===== config.mk =====
export PLATFORM = sky130hd
export DESIGN_NAME = instr_mem_fetch
export DESIGN_NICKNAME = d
export VERILOG_FILES = /design/src/rtl/instr_mem_fetch.sv
export SDC_FILE = /design/constraint.sdc
export NUM_CORES = 2
export LEC_CHECK = 0
export CAP_MARGIN = 20
export CORE_ASPECT_RATIO = 1.75
export CORE_MARGIN = 1.5
export CORE_UTILIZATION = 30
export DETAILED_ROUTE_END_ITERATION = 8
export GPL_TIMING_DRIVEN = 0
export PLACE_DENSITY_LB_ADDON = 0.25
export SLEW_MARGIN = 20
export SYNTH_ARGS = -nofsm -noshare
export SYNTH_HDL_FRONTEND = slang
export SYNTH_SLANG_ARGS = --single-unit

===== constraint.sdc =====
create_clock -name CLK -period 13.4 [get_ports CLK]
set_clock_uncertainty 0.2 [all_clocks]
set_input_delay 4.02 -clock CLK [delete_from_list [all_inputs] [get_ports CLK]]
set_output_delay 4.02 -clock CLK [all_outputs]
set_load 0.005 [all_outputs]

===== src/rtl/instr_mem_fetch.sv =====
// Clocked instruction memory with a valid/ready fetch port, RD_LAT-cycle read latency,
// alignment/range fault reporting and an independent program-load write port.
module instr_mem_fetch #(
  parameter int    DATA_W    = 32,
  parameter int    ADDR_W    = 64,
  parameter int    DEPTH     = 64,
  parameter int    RD_LAT    = 1,
  parameter string INIT_FILE = ""
) (
  input  logic              CLK,
  input  logic              Reset,
  input  logic              ReqValid,
  output logic              ReqReady,
  input  logic [ADDR_W-1:0] ReqAddr,
  output logic              RspValid,
  input  logic              RspReady,
  output logic [DATA_W-1:0] RspData,
  output logic              RspFault,
  input  logic              LdEn,
  input  logic [ADDR_W-1:0] LdAddr,
  input  logic [DATA_W-1:0] LdData
);
  localparam int         IDX_W    = (DEPTH > 1) ? $clog2(DEPTH) : 1;
  localparam logic [3:0] LAT_LOAD = 4'(RD_LAT - 1);

  typedef enum logic [1:0] {IDLE, WAIT, RESP} state_e;
  typedef logic [DATA_W-1:0] mem_t [DEPTH];

  // Word-aligned and inside the array; the index compare uses the full address width.
  function automatic logic addr_ok(input logic [ADDR_W-1:0] a);
    return (a[1:0] == 2'b00) && ({2'b00, a[ADDR_W-1:2]} < ADDR_W'(DEPTH));
  endfunction

  mem_t mem = '{default: '0};

  state_e            state_q, state_d;
  logic [3:0]        cnt_q, cnt_d;
  logic [ADDR_W-1:0] addr_q, addr_d;
  logic              valid_q, valid_d;
  logic [DATA_W-1:0] data_q, data_d;
  logic              fault_q, fault_d;

  logic              accept;
  logic              enter_resp;
  logic              ld_we;
  logic [ADDR_W-1:0] rd_addr;

  assign ReqReady = !Reset && ((state_q == IDLE) || ((state_q == RESP) && RspReady));
  assign accept   = ReqValid && ReqReady;
  assign rd_addr  = (state_q == WAIT) ? addr_q : ReqAddr;
  assign ld_we    = LdEn && !Reset && addr_ok(LdAddr);

  always_comb begin
    // NOTE: every signal gets a default before the case so no path can infer a latch.
    state_d    = state_q;
    cnt_d      = cnt_q;
    addr_d     = addr_q;
    valid_d    = valid_q;
    data_d     = data_q;
    fault_d    = fault_q;
    enter_resp = 1'b0;

    case (state_q)
      IDLE, RESP: begin
        if ((state_q == RESP) && RspReady) begin
          valid_d = 1'b0;
          state_d = IDLE;
        end
        if (accept) begin
          addr_d = ReqAddr;
          cnt_d  = LAT_LOAD;
          if (RD_LAT > 1) state_d = WAIT;
          else            enter_resp = 1'b1;
        end
      end
      WAIT: begin
        cnt_d = cnt_q - 4'd1;
        if (cnt_q == 4'd1) enter_resp = 1'b1;
      end
      default: state_d = IDLE;
    endcase

    // The array is sampled only on the edge that enters RESP; the value then holds.
    if (enter_resp) begin
      state_d = RESP;
      valid_d = 1'b1;
      fault_d = !addr_ok(rd_addr);
      data_d  = fault_d ? '0 : mem[rd_addr[IDX_W+1:2]];
    end
  end

  // NOTE: non-blocking assignments here so every flop samples the pre-edge values.
  always_ff @(posedge CLK) begin
    if (Reset) begin
      state_q <= IDLE;
      cnt_q   <= '0;
      valid_q <= 1'b0;
      data_q  <= '0;
      fault_q <= 1'b0;
    end else begin
      state_q <= state_d;
      cnt_q   <= cnt_d;
      addr_q  <= addr_d;
      valid_q <= valid_d;
      data_q  <= data_d;
      fault_q <= fault_d;
    end
  end

  // NOTE: the array has no reset so a loaded program survives Reset; a same-edge
  // fetch read sees the old word because the write lands after the edge.
  always_ff @(posedge CLK) begin
    if (ld_we) mem[LdAddr[IDX_W+1:2]] <= LdData;
  end

  assign RspValid = valid_q;
  assign RspData  = data_q;
  assign RspFault = fault_q;

endmodule

==> summary.txt <==
Clock tree
  • Post-cts sizing count: 0
  • CTS Sinks: ~2100
  • Post-cts hold buffer count: 0
  • Post-CTS Setup Bufs: 0
  • CTS tree: built
  • Clock insertion delay at the later pin of the skew report: between 800 and 900 ps
  • Clock Tree Buf Depth: 4
  • Total CTS buffers: 185
  • CTS clk-pin slew, worst paths: 60 ps
  • Clock Tree Root: clkbuf_16
  • H-tree depth: 4

Final layout
  • Layout cell share with drive strength beyond 1: 27.79%
  • Area occupied by multi-input gates: between 15000 and 20000 sq um
  • Fill cell count: 24228
  • Seq. cell area: between 60000 and 70000 sq um
  • P&R area growth vs syn: 20.65%
  • Final #Nets: between 4000 and 5000

Setup path
  • CP startpoint: Reset
  • Critical path data arrival time: 6040 ps
  • Critical path required time: just over 9000 ps
  • Critical Path Start Type: primary input
  • CP Class: primary input to primary output
  • R2r setup slk: 9580 ps
  • CP dominant cell by count: clkdlybuf4s50_1
  • Slowest cell on crit path: clkdlybuf4s50_1
  • R2r endpoint: RspData[24]
  • Crit. End Element: primary output
  • Crit-path max FO: 10
  • Critical R2R Launch: state_q[1]
  • R2R depth: 7
  • Slowest stage delay, CP: 750 ps
  • Critical-path cell list: clkdlybuf4s50_1, clkbuf_1, nor2_1, clkdlybuf4s50_1

Power and ir drop
  • Clk pwr share: 40.1%
  • Int Pwr: 10300 uW
  • Maximum vdd drop: about 0.00008 V
  • Combinational Power Share: ~6.0%
  • Leakage: ~0.03 uW
  • Psw: between 2000 and 3000 uW
  • Pwr/cell area: about 140 nW/um^2
  • Part of the power in registers: between 50% and 60%
  • Tot Pwr: approximately 13000 uW
  • Sw Ratio: 22.23%

Logic synthesis
  • Net Count, Synth: around 3700
  • Most area-hungry cell type in the Yosys netlist: edfxtp_1
  • Distinct cells, synth: between 50 and 60
  • Top_reg_cell synth: edfxtp_1
  • Yosys top cell area share: 77.06%
  • Number of flops mapped to enable cells by yosys: 2048
  • Most numerous cell in the Yosys netlist: edfxtp_1
  • Ys Warns: 0
  • Cell Area, Synth: between 70000 and 80000 sq um
  • Number of synthesized register bits: approximately 2100
  • Synth cell count leaders: edfxtp_1, mux4_2, mux2i_1
  • Sequential area share after synthesis: around 80%
  • Syn Inst Count: 3573
  • Mean Syn Cell Area: around 22 sq um
  • Largest cells by area after synthesis: edfxtp_1, mux4_2, mux2i_1, dfxtp_1, a22oi_1
  • Post-synth ARST share: 0%

Detailed routing
  • DR pass1 iterations: 6
  • Via count: approximately 42000
  • Via density: 5.405
  • Final ANT Viol Nets: 0
  • WL final: 301100 um
  • Drt drc: 0
  • Initial drt markers: between 5000 and 6000
  • Post-DR wirelength/cell: 38.53 um

Place
  • GPL Wtd Cong: slightly above 0.9
  • IO buf count: ~190
  • DP HPWL: approximately 220000 um

GRT
  • First-pass GRT wire length: roughly 400000 um
  • Largest net degree at the start of global routing: 65
  • Gr usage total: about 22%
  • Congestion Overflow GR: 0
  • Initial antenna violation count: 32
  • Vias in the first global route: between 40000 and 50000

Die
  • Core area: approximately 260000 sq um
  • Initial Util: between 30% and 40%
  • Top-level I/O count: 200
  • Die area: 269200 sq um
  • Chip width: 392.9 um
  • Site row count: between 200 and 300
  • DIE HEIGHT: approximately 690 um

Timing
  • Final worst-path cycle share: 76.58%
  • Final hold violation count: 0
  • Tmin final: roughly 10000 ps
  • Worst slew pin tran: 1221 ps
  • Fmax: about 97 MHz
  • Setup violations, final: 0
  • Slew Limit Fails: 0
  • Relative slew margins: between 10% and 20%
  • RSZ-0062 raised after global routing: false
  • Setup TNS: 0 ps

Min path
  • Hold Path Stages: 2
  • Hold Crit Endpoint: RspData[10]
  • Hold Startpoint: RspData[10]
  • HP Class: flop to flop

Run
  • Max-cap violations: 0

Status
  • Outcome: finished clean
## flip-flops by register name (all words and copies together) (netlist names)
name and flops:
state_q 1, RspFault 1, mem 2048, RspData 32
## kinds of logic (layout without fill, tap and decap cells)
| kind of cell | after synthesis | after routing | share of synthesized area [%] |
|---|---|---|---|
| compound gates | 312 | 312 | 2.686 |
| buf+inv | 210 | 894 | 1.588 |
| flops | 2082 | 2082 | 77.92 |
| mux | 646 | 646 | 15.85 |
| other cells | 0 | 28 | 0 |
| simple gates | 323 | 323 | 1.955 |
## cell type report
cell class,count,share of cell area (%)
timing repair buffer,363,5.935
antenna,28,0.07277
sequential,2082,64.58
clock inverter,93,0.8460
tap,3528,4.585
multi-input combinational,1281,17.52
buffer,197,1.302
inverter,13,0.05068
clock buffer,228,5.106
## power by group through the flow
| stage | combinational, uW | clock (uW) | sequential, uW |
|---|---|---|---|
| final | 794 | 5310 | 7140 |
| after global routing | 807 | 5560 | 7140 |
| after CTS | 792 | 5360 | 7140 |
| after detailed placement | 791 | 0 | 7290 |
| after global placement | 747 | 0 | 7300 |
| after floorplan | 325 | 0 | 7290 |
## cells in the final DEF (no fill, tap or decap), drive strengths merged, types with 9 or more instances in the layout
| cell | n |
|---|---|
| edfxtp | 2048 |
| mux4 | 493 |
| buf | 337 |
| clkbuf | 292 |
| clkdlybuf4s50 | 159 |
| mux2i | 139 |
| nand2 | 94 |
| nor2 | 87 |
| a22oi | 75 |
| clkinv | 70 |
| o21ai | 62 |
| a21oi | 37 |
| dfxtp | 34 |
| nand3 | 32 |
| nor4 | 32 |
| diode | 28 |
| a221oi | 23 |
| o22ai | 21 |
| a31oi | 21 |
| nor2b | 19 |
| inv | 16 |
| a211oi | 15 |
| bufinv | 15 |
| mux2 | 14 |
| o41ai | 11 |
| nand4 | 10 |
| nand3b | 10 |
| o2111ai | 9 |
| nor3 | 9 |
## critical path: cells and delay by family
family / cells / cell delay, ps
buf+inv: 3 / 1900
simple gates: 1 / 120
## per-stage QoR
| step | setup WS (ps) | utilization, % | std cells | hold slack (ps) | area [sq um] |
|---|---|---|---|---|---|
| after floorplan | 4839 | - | 3573 | 234.5 | 79800 |
| after detailed placement | 3054 | 34.19 | 7463 | 235.2 | 90470 |
| final | 3138 | 36.38 | 7813 | 237.8 | 96280 |
| after global placement | 954.9 | 32.55 | 7292 | 234.8 | 86130 |
| after global routing | 3031 | 36.38 | 7807 | 259.9 | 96270 |
| after CTS | 3050 | 36.35 | 7784 | 244.3 | 96200 |
## how the worst max path moves through the flow
stage / to
after floorplan: ReqReady
after global placement: mem[4][21]
after detailed placement: ReqReady
after CTS: ReqReady
after global routing: ReqReady
final: ReqReady
## layer usage
metal  routed length (um)  GRT usage, %  vias up  share of wire, %
li1                     -             -    16322                 -
met1                98460         23.62    22942                33
met2               157800         39.58     2205                52
met3                19190         3.502      744               6.4
met4                25530         15.81       14               8.5
met5                   87             0        -             0.029
(Power assumes the default switching activity.)
